### src/rtl/alu_share_arbiter.sv
`default_nettype none
// +----------------------------------------------------------------------------+
// | Module      : alu_share_arbiter                                             |
// | Description : Shares one combinational ALU among NREQ requesters using      |
// |               request/response handshakes and registered ALU operands.      |
// |               Define ALU_ARB_FIXED_PRIO_EN for fixed (lowest-index) priority.|
// | Revision    : 1.0                                                           |
// +----------------------------------------------------------------------------+
module alu_share_arbiter #(
    parameter int NREQ = 2
) (
    input  logic                 clk,
    input  logic                 resetn,
    input  logic [NREQ-1:0]      req_valid,
    output logic [NREQ-1:0]      req_ready,
    input  logic [4*NREQ-1:0]    req_op,
    input  logic [32*NREQ-1:0]   req_a,
    input  logic [32*NREQ-1:0]   req_b,
    output logic [NREQ-1:0]      rsp_valid,
    input  logic [NREQ-1:0]      rsp_ready,
    output logic [31:0]          rsp_data,
    output logic [3:0]           alu_control,
    output logic [31:0]          alu_src_a,
    output logic [31:0]          alu_src_b,
    input  logic [31:0]          alu_result,
    output logic                 busy
);

    localparam int c_idxW = (NREQ > 2) ? 2 : 1;

    typedef enum logic [1:0] {
        IDLE = 2'd0,
        EXEC = 2'd1,
        RESP = 2'd2
    } state_t;

    state_t              r_state;
    state_t              w_stateNext;
    logic                w_accept;
    logic                w_anyValid;
    logic [c_idxW-1:0]   w_grant;
    logic [c_idxW-1:0]   r_owner;
    logic [3:0]          r_op;
    logic [31:0]         r_a;
    logic [31:0]         r_b;
    logic [31:0]         r_rspData;
    logic [3:0]          w_selOp;
    logic [31:0]         w_selA;
    logic [31:0]         w_selB;

`ifdef ALU_ARB_FIXED_PRIO_EN
    // Descending scan so the lowest valid index is the last one written.
    always_comb begin
        w_grant    = '0;
        w_anyValid = 1'b0;
        for (int i = NREQ - 1; i >= 0; i--) begin
            if (req_valid[c_idxW'(i)]) begin
                w_grant    = c_idxW'(i);
                w_anyValid = 1'b1;
            end
        end
    end
`else
    logic [c_idxW-1:0] r_last;

    // Scan from farthest to nearest after r_last; the nearest valid wins.
    always_comb begin
        int idx;
        w_grant    = '0;
        w_anyValid = 1'b0;
        for (int k = NREQ; k >= 1; k--) begin
            idx = (int'(r_last) + k) % NREQ;
            if (req_valid[c_idxW'(idx)]) begin
                w_grant    = c_idxW'(idx);
                w_anyValid = 1'b1;
            end
        end
    end

    always_ff @(posedge clk or negedge resetn) begin
        if (!resetn) begin
            r_last <= c_idxW'(NREQ - 1);
        end else if (w_accept) begin
            r_last <= w_grant;
        end
    end
`endif

    always_comb begin
        w_selOp = '0;
        w_selA  = '0;
        w_selB  = '0;
        for (int i = 0; i < NREQ; i++) begin
            if (w_grant == c_idxW'(i)) begin
                w_selOp = req_op[4*i +: 4];
                w_selA  = req_a[32*i +: 32];
                w_selB  = req_b[32*i +: 32];
            end
        end
    end

    always_comb begin
        w_stateNext = r_state;
        w_accept    = 1'b0;
        case (r_state)
            IDLE: begin
                if (w_anyValid) begin
                    w_stateNext = EXEC;
                    w_accept    = 1'b1;
                end
            end
            EXEC:    w_stateNext = RESP;
            RESP: begin
                if (rsp_ready[r_owner]) begin
                    w_stateNext = IDLE;
                end
            end
            default: w_stateNext = IDLE;
        endcase
    end

    always_ff @(posedge clk or negedge resetn) begin
        if (!resetn) begin
            r_state   <= IDLE;
            r_owner   <= '0;
            r_op      <= '0;
            r_a       <= '0;
            r_b       <= '0;
            r_rspData <= '0;
        end else begin
            r_state <= w_stateNext;
            if (w_accept) begin
                r_owner <= w_grant;
                r_op    <= w_selOp;
                r_a     <= w_selA;
                r_b     <= w_selB;
            end
            if (r_state == EXEC) begin
                r_rspData <= alu_result;
            end
        end
    end

    // Ready is gated by resetn so it reads 0 while reset is held.
    assign req_ready   = (r_state == IDLE && w_anyValid && resetn) ? (NREQ'(1) << w_grant) : '0;
    assign rsp_valid   = (r_state == RESP) ? (NREQ'(1) << r_owner) : '0;
    assign rsp_data    = r_rspData;
    assign alu_control = r_op;
    assign alu_src_a   = r_a;
    assign alu_src_b   = r_b;
    assign busy        = (r_state != IDLE);

endmodule
`default_nettype wire

### config.mk
export PLATFORM = sky130hd
export DESIGN_NAME = alu_share_arbiter
export DESIGN_NICKNAME = d
export VERILOG_FILES = /design/src/rtl/alu_share_arbiter.sv
export SDC_FILE = /design/constraint.sdc
export NUM_CORES = 1
export LEC_CHECK = 0
export BUFFER_PORTS_ARGS = -buffer_cell sky130_fd_sc_hd__buf_2
export CORE_ASPECT_RATIO = 2
export CORE_MARGIN = 10
export CORE_UTILIZATION = 40
export DETAILED_ROUTE_END_ITERATION = 16
export GPL_ROUTABILITY_DRIVEN = 0
export PLACE_DENSITY = 0.75
export SYNTH_ARGS = -nofsm -noshare
export SYNTH_HDL_FRONTEND = slang
export SYNTH_SLANG_ARGS = --single-unit
### constraint.sdc
create_clock -name clk -period 2.17 [get_ports clk]
set_input_delay 0.1085 -clock clk [delete_from_list [all_inputs] [get_ports clk]]
set_output_delay 0.1085 -clock clk [all_outputs]
set_load 0.05 [all_outputs]
* Word level (Yosys, flattened, before mapping)
Index checks and enable logic that the tools add are counted.
Storage, ports and cells: logic and storage cells 43, register bits 104, input bits 174, output and inout bits 105
Operators by class: shift operators 2, add/sub/neg operators 2, muxes and demuxes 20, equal/unequal tests 4, $lt $le $gt $ge 3, reduce and logical (&&, ||, !) cells 5
Operators with widths (count):
- 2-to-1 mux 32 bit | 2
- 2-to-1 mux 1 bit | 12
- 2-to-1 mux 2 bit | 4
- < comparator 1 x 3 -> 1 bit, second input constant | 2
- case mux 2 bit (3 select lines) | 1
- 2-to-1 mux 4 bit | 1
- != test 2 bit, second input constant | 2
- left shift 1 x 1 -> 2 bit, first input constant | 2
- adder 1 bit, second input constant | 2
- equality test 2 x 1 -> 1 bit, second input constant | 1
- equality test 2 bit, second input constant | 1
- logical AND 1 bit | 2
- zero test 2 bit | 1
- < comparator 1 x 2 -> 1 bit, second input constant | 1
- AND reduction 2 bit | 1
- nonzero test 2 bit | 1

* Depth between registers and ports, before layout
Gate-level depths: netlist (run 1).
depth after elaboration 9, gate-level depth with buffers 4, gate-level depth less buffers 2

* Worst setup path before layout (run 1)
No wires, ideal clock.
path kind register to output, from reg r_state[1], to out req_ready[1], stages on the path, launching flop included 5, arrival time 1.386 ns, required time 2.061 ns, slack 0.675 ns, cell sequence dfrtp_1 nor3b_2 buf_4 buf_6 and3b_1
On the way: word-level cells in the longest chain between the ends 4
Ends and longest elaborated chain:
- start, declared | line 37 | state_t r_state;
- start signal, assigned | line 131 | r_state <= w_stateNext;
- zero test 2 bit | line 145 | assign req_ready = (r_state == IDLE && w_anyValid && resetn) ? (NREQ'(1) << w_grant) : '0;
- logical AND 1 bit (2 in series) | line 145
- 2-to-1 mux 2 bit | line 145
- end, declared | line 15 | output logic [NREQ-1:0] req_ready,
Every way passes these cells.

* Worst setup path after layout (run 1)
from reg r_state[1], to out req_ready[0]
The elaborated chain is that of the path after synthesis.

==> results.py, run 1 <==
metrics = {
    "global_route": {
        "grt_max_degree": 99,
        "antenna_found_initial": 1,
        "grt_remaining_overflow": 0,
        "grt_pass1_vias": 4287,
        "grt_pass1_wl_um": 22610,
        "grt_use_total_pct": 15.73,
    },
    "timing": {
        "hold_viol": 0,
        "setup_viol": 0,
        "slew_viol_final": 0,
        "worstMarginPinSlew_ns": 0.5138,
        "fin_setup_tns_ns": 0,
        "skew_ns": 0.01207,
        "fmax_mhz": 501.4,
        "period_share_pct": 91.91,
        "finalCriticalPeriod_ns": 1.994,
        "rsz0062_at_grt": "false",
        "slew_headroom_pct": 65.75,
    },
    "synth": {
        "yosys.area_share.simple_pct": 1.011,
        "synth.yosys.seq_area_share_pct": 48.93,
        "synth.avg_cell_area_um2": 17.45,
        "synthAdderAreaFrac_pct": 0,
        "synth-seq-cells": 104,
        "yosysWarnings": 0,
        "syn_area_mm2": 0.005321,
        "synthMuxAreaShare_pct": 45.26,
        "netlist_instances": 305,
        "synth_cell_type_count": 18,
        "synth-xor-area-share_pct": 0.1646,
        "synth_nets": 479,
        "synth-compound-area-share_pct": 0.09405,
        "synth_top_family_by_area": "multiplexers",
    },
    "job": {
        "cap_violations": 0,
    },
    "hold_path": {
        "hp-class": "input pin to register",
        "hp-start": "alu_result[17]",
        "hold_depth": 2,
        "min_to": "rsp_data[17]",
    },
    "power_and_ir_drop": {
        "irDropWorstVdd_mv": 1.049,
        "powerDensity_mw_per_mm2": 1833,
        "leakagePower_nw": 3.842,
    },
    "setup_path": {
        "r2r-end": "alu_src_b[31]",
        "path_class": "register to output pin",
        "worstPathArrival_ns": 1.89,
        "crit_fanout": 44,
        "ff2ff_path_depth": 3,
        "rrSetupSlack_ns": 0.38,
        "end_kind": "output pin",
        "worst_path_largest_cell_delay_ns": 0.42,
        "cp_num_buf_inv": 2,
        "cp_data_required_time_ns": 2.06,
        "cpMaxStageDelayCell": "dfrtp_1",
        "crit_chain": "nor3b_4, buf_12, and3_1, buf_2",
        "cp-start-kind": "register",
        "path_delay_family": "buffers and inverters",
        "timing.rr.start": "r_last",
    },
    "placed_design": {
        "io_buffers": 277,
        "dp_hpwl_um": 11780,
    },
    "drt": {
        "vias": 3645,
        "drt_iter0_markers": 44,
        "finalWirelength_um": 15050,
        "drtAntennaViolNets": 0,
        "drt-wirelength-per-cell_um": 19.78,
        "drc": 0,
        "firstDrtPassIters": 4,
        "viasPerCell": 4.790,
    },
    "finish": {
        "num-nets-final": 776,
        "post-route-util_pct": 55.92,
        "layout_commonest_cell": "buf_2",
        "final_cell_mix": "buf_2, mux2_4, dfrtp_1",
        "area_delta_synth_final_pct": 37.31,
        "drive_gt1_share_pct": 77.59,
    },
    "status": {
        "status": "completed",
    },
    "clock_tree": {
        "cts_sinks": 104,
        "cts_root_buf": "clkbuf_16",
        "clk_pin_slew_worst_paths_ns": 0.07,
        "cts_tree": "done",
        "postCtsResizedCells": 0,
        "cts.htree.levels": 3,
        "clk_latency_ns": 0.34,
        "cts_buffer_depth": 2,
        "holdBufCountCts": 23,
        "post-cts-setup-buffers": 0,
        "cts_buffers": 9,
    },
    "floorplanning": {
        "die_area_mm2": 0.01860,
        "die_y_um": 183.1,
        "die_w_um": 101.6,
        "rows": 59,
        "boundaryPins": 279,
        "initial_core_util_pct": 40.73,
        "fp.coreArea_mm2": 0.01307,
    },
}
==> power by group <==
part / leakage [nW] / switching [W] / internal, W / total [W]
clock network: 0.143 / 0.000712 / 0.000850 / 0.00156
logic: 2.48 / 0.00523 / 0.00306 / 0.00829
registers: 1.22 / 0.000588 / 0.00296 / 0.00355
total: 3.84 / 0.00652 / 0.00687 / 0.0134
==> cell usage after synthesis (all sizes together) <==
cell	count	area [µm²]
dfstp	1	26.28
or2	1	6.260
and3b	1	8.760
nor2	2	7.510
inv	1	3.750
mux2	169	2399
o21ai	1	5.000
nand2b	2	12.51
xor2	1	8.760
buf	20	237.7
dfrtp	103	2577
nor3b	1	12.51
mux2i	1	10.01
and3	1	6.260
==> final cells by class <==
class | instances | area (µm²)
clock buffer | 11 | 252.7
clock inverter | 5 | 38.79
inverter | 1 | 3.754
timing repair buffer | 306 | 1727
antenna | 2 | 5.005
sequential | 104 | 2608
fill | 1080 | 5759
tap | 152 | 190.2
multi-input combinational | 180 | 2482
==> worst max path at each step <==
stage,from,end,slack [ns],cells past startpoint
after detailed placement,r_last,alu_src_b[31],0.36,3
after global placement,r_last,alu_src_a[28],0.40,3
final,r_state[1],req_ready[0],0.18,4
after CTS,r_state[1],req_ready[0],0.12,4
after floorplan,r_state[1],req_ready[1],0.68,4
after global routing,r_state[1],req_ready[0],0.09,4
==> through the flow <==
step / cell area (µm²) / power [W] / worst slack [ns] / hold slack, ns / cells
6_report: 7307 / 0.01340 / 0.1755 / 0.01789 / 761
3_3_place_gp: 6780 / 0.01172 / 0.3987 / -0.05085 / 720
3_5_place_dp: 6780 / 0.01191 / 0.3639 / -0.05423 / 720
2_1_floorplan: 5321 / 0.01020 / 0.6755 / -0.1871 / 305
4_1_cts: 7302 / 0.01357 / 0.1234 / 0.0001949 / 759
5_1_grt: 7305 / 0.01400 / 0.08546 / 0.008894 / 760
==> sequential cells by signal, indices dropped and copies added (netlist names) <==
name / flops
r_state: 2
alu_control: 4
alu_src_b: 32
alu_src_a: 32
rsp_data: 32
r_owner: 1
r_last: 1
==> logic make-up after synthesis <==
logic type	Yosys count
muxes	170
and+or+nand+nor	8
DFF	104
buffers and inverters	21
AOI/OAI and AO/OA	1
xor gates and xnor gates	1
==> per-layer routing <==
layer / wire (µm) / track usage, % / up-vias / share of wire, %
met5: 0 / 0 / - / 0
met4: 592 / 8.520 / 0 / 3.9
met3: 1162 / 4.631 / 34 / 7.7
met2: 8103 / 28.27 / 169 / 54
met1: 5194 / 15.56 / 1764 / 35
li1: - / - / 1678 / -
Power figures use the tool's default switching activity.
==> run 2, diff against run 1 <==
- clock period: 2.17 -> 2.39 ns (I/O delays scaled with it)
==> run 2 against run 1 <==
Against the previous run: register-to-register slack gained 0.32 ns; via count grew 0.44%; sequential power shrank 11%; clock-buffer cell count shrank 1; non-clock buffer count shrank 4; critical endpoint is now req_ready[1]; total power shrank 8.9%; critical path type unchanged.
==> results.py, run 2 (synthesis results as in run 1) <==
metrics = {
    "timing": {
        "slew_headroom_pct": 62.60,
        "worstMarginPinSlew_ns": 0.5610,
        "period_share_pct": 82.05,
        "whs_ns": 0.01527,
        "fmax_mhz": 509.9,
        "setup_slack_ns": 0.4290,
        "hold_viol": 0,
        "fin_setup_tns_ns": 0,
        "skew_ns": 0.01220,
        "finalCriticalPeriod_ns": 1.961,
        "setup_viol": 0,
        "slew_viol_final": 0,
        "rsz0062_at_grt": "false",
    },
    "finish": {
        "num-nets-final": 772,
        "layout_commonest_cell": "buf_2",
        "final_cell_mix": "buf_2, mux2_4, dfrtp_1",
        "antenna_cells": 0,
        "area_delta_synth_final_pct": 36.35,
        "drive_gt1_share_pct": 78.11,
    },
    "clock_tree": {
        "cts_buffers": 9,
        "clk_latency_ns": 0.35,
        "cts_root_buf": "clkbuf_16",
        "cts_tree": "done",
        "clk_pin_slew_worst_paths_ns": 0.08,
        "cts_buffer_depth": 2,
        "cts.htree.levels": 3,
        "cts_sinks": 104,
    },
    "drt": {
        "drc": 0,
        "drt-wirelength-per-cell_um": 19.95,
        "drt_iter0_markers": 68,
        "firstDrtPassIters": 4,
        "viasPerCell": 4.849,
        "finalWirelength_um": 15070,
        "drtAntennaViolNets": 0,
        "vias": 3661,
    },
    "floorplanning": {
        "die_w_um": 101.6,
        "die_y_um": 183.1,
        "rows": 59,
        "boundaryPins": 279,
        "initial_core_util_pct": 40.73,
        "die_area_mm2": 0.01860,
        "fp.coreArea_mm2": 0.01307,
    },
    "setup_path": {
        "cp_data_required_time_ns": 2.27,
        "ff2ff_path_depth": 3,
        "worstPathArrival_ns": 1.84,
        "path_class": "register to output pin",
        "rrSetupSlack_ns": 0.70,
        "r2r-end": "alu_src_b[31]",
        "crit_fanout": 46,
        "end_kind": "output pin",
        "timing.rr.start": "r_last",
        "cp-start-kind": "register",
    },
    "power_and_ir_drop": {
        "powerDensity_mw_per_mm2": 1682,
        "leakagePower_nw": 3.824,
        "irDropWorstVdd_mv": 0.7780,
    },
    "placed_design": {
        "io_buffers": 277,
        "pre_cts_slack_ns": 0.7134,
        "dp_hpwl_um": 11850,
    },
    "global_route": {
        "grt_use_total_pct": 15.92,
        "grt_pass1_vias": 4409,
        "grt_pass1_wl_um": 23120,
        "grt_remaining_overflow": 0,
        "antenna_found_initial": 0,
        "grt_max_degree": 99,
    },
    "hold_path": {
        "min_to": "rsp_data[28]",
        "hp-class": "input pin to register",
        "hp-start": "alu_result[28]",
        "hold_depth": 2,
    },
    "status": {
        "status": "completed",
    },
    "job": {
        "cap_violations": 0,
    },
}
==> run 2: cell count changes in the layout (fill, tap and decap cells not counted) <==
cell	before	now
dlygate4sd3_1	23	19
inv_8	0	3
diode_2	2	0
inv_6	2	0
buf_12	5	4
buf_4	2	3
clkbuf_8	2	1
clkinv_2	1	0
clkinv_4	1	2
==> run 2: through the flow <==
| step | cells | utilization, % | total power (W) | instance area (µm²) |
|---|---|---|---|---|
| finish | 755 | 55.53 | 0.01220 | 7256 |
| global route | 755 | 55.53 | 0.01273 | 7256 |
| CTS | 755 | 55.53 | 0.01234 | 7256 |
| detailed placement | 720 | 51.80 | 0.01080 | 6768 |
| global placement | 720 | 51.80 | 0.01063 | 6768 |
| floorplan | 305 | - | 0.009258 | 5321 |
==> run 2: worst max-delay path by stage <==
stage	slack, ns	depth (start not counted)	from	endpoint
after detailed placement	0.71	3	r_last	alu_src_a[31]
after global placement	0.74	3	r_state[1]	alu_src_b[9]
after CTS	0.38	4	r_state[1]	req_ready[1]
after global routing	0.31	4	r_state[1]	req_ready[1]
final	0.43	4	r_state[1]	req_ready[1]
after floorplan	0.88	4	r_state[1]	req_ready[1]
==> run 2: routing by layer <==
metal	track usage, %	vias to the layer above	share of wire, %
li1	-	1669	-
met1	15.50	1791	34
met2	29.34	168	55
met3	4.367	33	7.3
met4	8.117	0	4.0
met5	0	-	0
==> run 2: final cells by class <==
| cell class | instances | area [µm²] |
|---|---|---|
| tap | 152 | 190.2 |
| timing repair buffer | 302 | 1674 |
| fill | 1079 | 5811 |
| clock buffer | 10 | 239.0 |
| multi-input combinational | 180 | 2482 |
| clock inverter | 6 | 58.81 |
| inverter | 1 | 3.754 |
| sequential | 104 | 2608 |
==> run 2: repair_timing <==
item,CTS,global route
setup buffers,0,0
resized for setup,0,0
hold endpoints to repair,121,0
hold buffers,19,0
==> run 2: power by group <==
part,internal (W),total (W),switching (W)
registers,0.00268,0.00317,0.000490
clock network,0.000762,0.00145,0.000690
logic,0.00277,0.00758,0.00481
==> run 2: worst max-delay path, stage by stage, from the launching register on <==
cell,delay (ns)
dfrtp_1,0.43
nor3b_4,0.27
buf_12,0.32
and3b_1,0.20
buf_2,0.26
==> run 3, diff against run 2 <==
- clock period: 2.39 -> 1.9 ns (I/O delays scaled with it)
==> run 3 against run 2 <==
Against the previous run: routed wire length up 1.2%; clock-buffer cell count decreased by 1; via count up 1.4%; sequential cell count unchanged; sequential share of layout area down 0.78 points; critical path type unchanged.
==> results.py, run 3 (synthesis results as in run 1) <==
metrics = {
    "setup_path": {
        "cp-start-kind": "register",
        "timing.rr.start": "r_last",
        "cp_data_required_time_ns": 1.80,
        "ff2ff_path_depth": 3,
        "worstPathArrival_ns": 1.71,
        "rrSetupSlack_ns": 0.26,
        "cp-startpoint": "r_last",
        "path_class": "register to output pin",
        "r2r-end": "alu_src_a[29]",
        "crit_fanout": 36,
        "end_kind": "output pin",
        "endpoint": "req_ready[0]",
    },
    "placed_design": {
        "dp_hpwl_um": 12130,
        "dpl_cell_area_mm2": 0.006825,
        "pre_cts_slack_ns": 0.2655,
        "io_buffers": 277,
    },
    "finish": {
        "num-nets-final": 789,
        "drive_gt1_share_pct": 76.94,
        "post-route-util_pct": 56.77,
        "antenna_cells": 0,
        "final_cell_mix": "buf_2, mux2_4, dfrtp_1",
        "area_delta_synth_final_pct": 39.38,
        "fin_area_mm2": 0.007417,
        "layout_commonest_cell": "buf_2",
    },
    "drt": {
        "drt-wirelength-per-cell_um": 19.76,
        "drtAntennaViolNets": 0,
        "drc": 0,
        "vias": 3712,
        "finalWirelength_um": 15250,
        "viasPerCell": 4.808,
        "drt_iter0_markers": 57,
        "firstDrtPassIters": 4,
    },
    "clock_tree": {
        "cts_sinks": 104,
        "cts_tree": "done",
        "post-cts-setup-buffers": 0,
        "cts_buffer_depth": 2,
        "cts.htree.levels": 3,
        "clk_latency_ns": 0.34,
        "clk_pin_slew_worst_paths_ns": 0.07,
        "cts_root_buf": "clkbuf_16",
        "cts_buffers": 9,
    },
    "global_route": {
        "grt_use_total_pct": 16.15,
        "antenna_found_initial": 0,
        "grt_remaining_overflow": 0,
        "grt_max_degree": 101,
        "grt_pass1_vias": 4413,
        "grt_pass1_wl_um": 23400,
    },
    "floorplanning": {
        "die_area_mm2": 0.01860,
        "rows": 59,
        "die_y_um": 183.1,
        "die_w_um": 101.6,
        "boundaryPins": 279,
        "initial_core_util_pct": 40.73,
        "fp.coreArea_mm2": 0.01307,
    },
    "power_and_ir_drop": {
        "irDropWorstVdd_mv": 1.286,
        "powerDensity_mw_per_mm2": 2077,
        "leakagePower_nw": 3.900,
    },
    "timing": {
        "worstMarginPinSlew_ns": 0.5962,
        "fin_setup_tns_ns": 0,
        "slew_headroom_pct": 60.26,
        "rsz0062_at_grt": "false",
        "hold_viol": 0,
        "setup_viol": 0,
        "fmax_mhz": 553.8,
        "setup_slack_ns": 0.09424,
        "period_share_pct": 95.04,
        "skew_ns": 0.01344,
        "slew_viol_final": 0,
        "finalCriticalPeriod_ns": 1.806,
    },
    "hold_path": {
        "hp-class": "input pin to register",
        "hp-start": "alu_result[14]",
    },
    "status": {
        "status": "completed",
    },
    "job": {
        "cap_violations": 0,
    },
}
==> run 3: through the flow <==
step	instances	power [W]	hold slack, ns
final	772	0.01540	0.01438
after global routing	772	0.01609	0.006013
after CTS	772	0.01558	0.003716
after detailed placement	726	0.01367	-0.07215
after global placement	726	0.01345	-0.07294
after floorplan	305	0.01165	-0.2006
==> run 3: how the worst min path moves through the flow <==
stage	to	slack [ns]	depth (start not counted)
6_report	rsp_data[14]	0.01	2
5_1_grt	rsp_data[18]	0.006	2
4_1_cts	rsp_data[14]	0.004	2
3_5_place_dp	alu_src_a[26]	-0.07	1
3_3_place_gp	alu_src_a[22]	-0.07	1
2_1_floorplan	alu_control[0]	-0.20	0
==> run 3: final cells by class <==
| cell class | instances | area, µm² |
|---|---|---|
| clock buffer | 9 | 225.2 |
| clock inverter | 7 | 63.81 |
| fill | 1074 | 5649 |
| inverter | 1 | 3.754 |
| multi-input combinational | 180 | 2482 |
| sequential | 104 | 2608 |
| tap | 152 | 190.2 |
| timing repair buffer | 319 | 1844 |
==> run 3: what timing repair did <==
| item | 4_1_cts | 5_1_grt |
|---|---|---|
| hold buffers | 30 | 0 |
| resized for setup | 0 | 1 |
| hold endpoints to repair | 132 | 0 |
| endpoints found under the setup margin | 0 | 1 |
==> run 3: power breakdown <==
group	total [W]	internal (W)	switching (W)
sequential	0.00400	0.00337	0.000624
combinational	0.00962	0.00356	0.00606
clock	0.00179	0.000920	0.000866
total	0.0154	0.00785	0.00755
==> run 3: worst max-delay path, cell delays in order, from the launching register on <==
cell	delay, ns
dfstp_4	0.65
buf_12	0.25
and3_1	0.20
clkbuf_4	0.24
==> run 3: layer usage <==
layer  global-route usage [%]  wire [µm]  vias to the layer above
met2                    29.55       8315                      167
met3                    4.518       1111                       36
met1                    15.76       5176                     1809
met5                        0          0                        -
met4                    8.463        649                        0
li1                         -          -                     1700
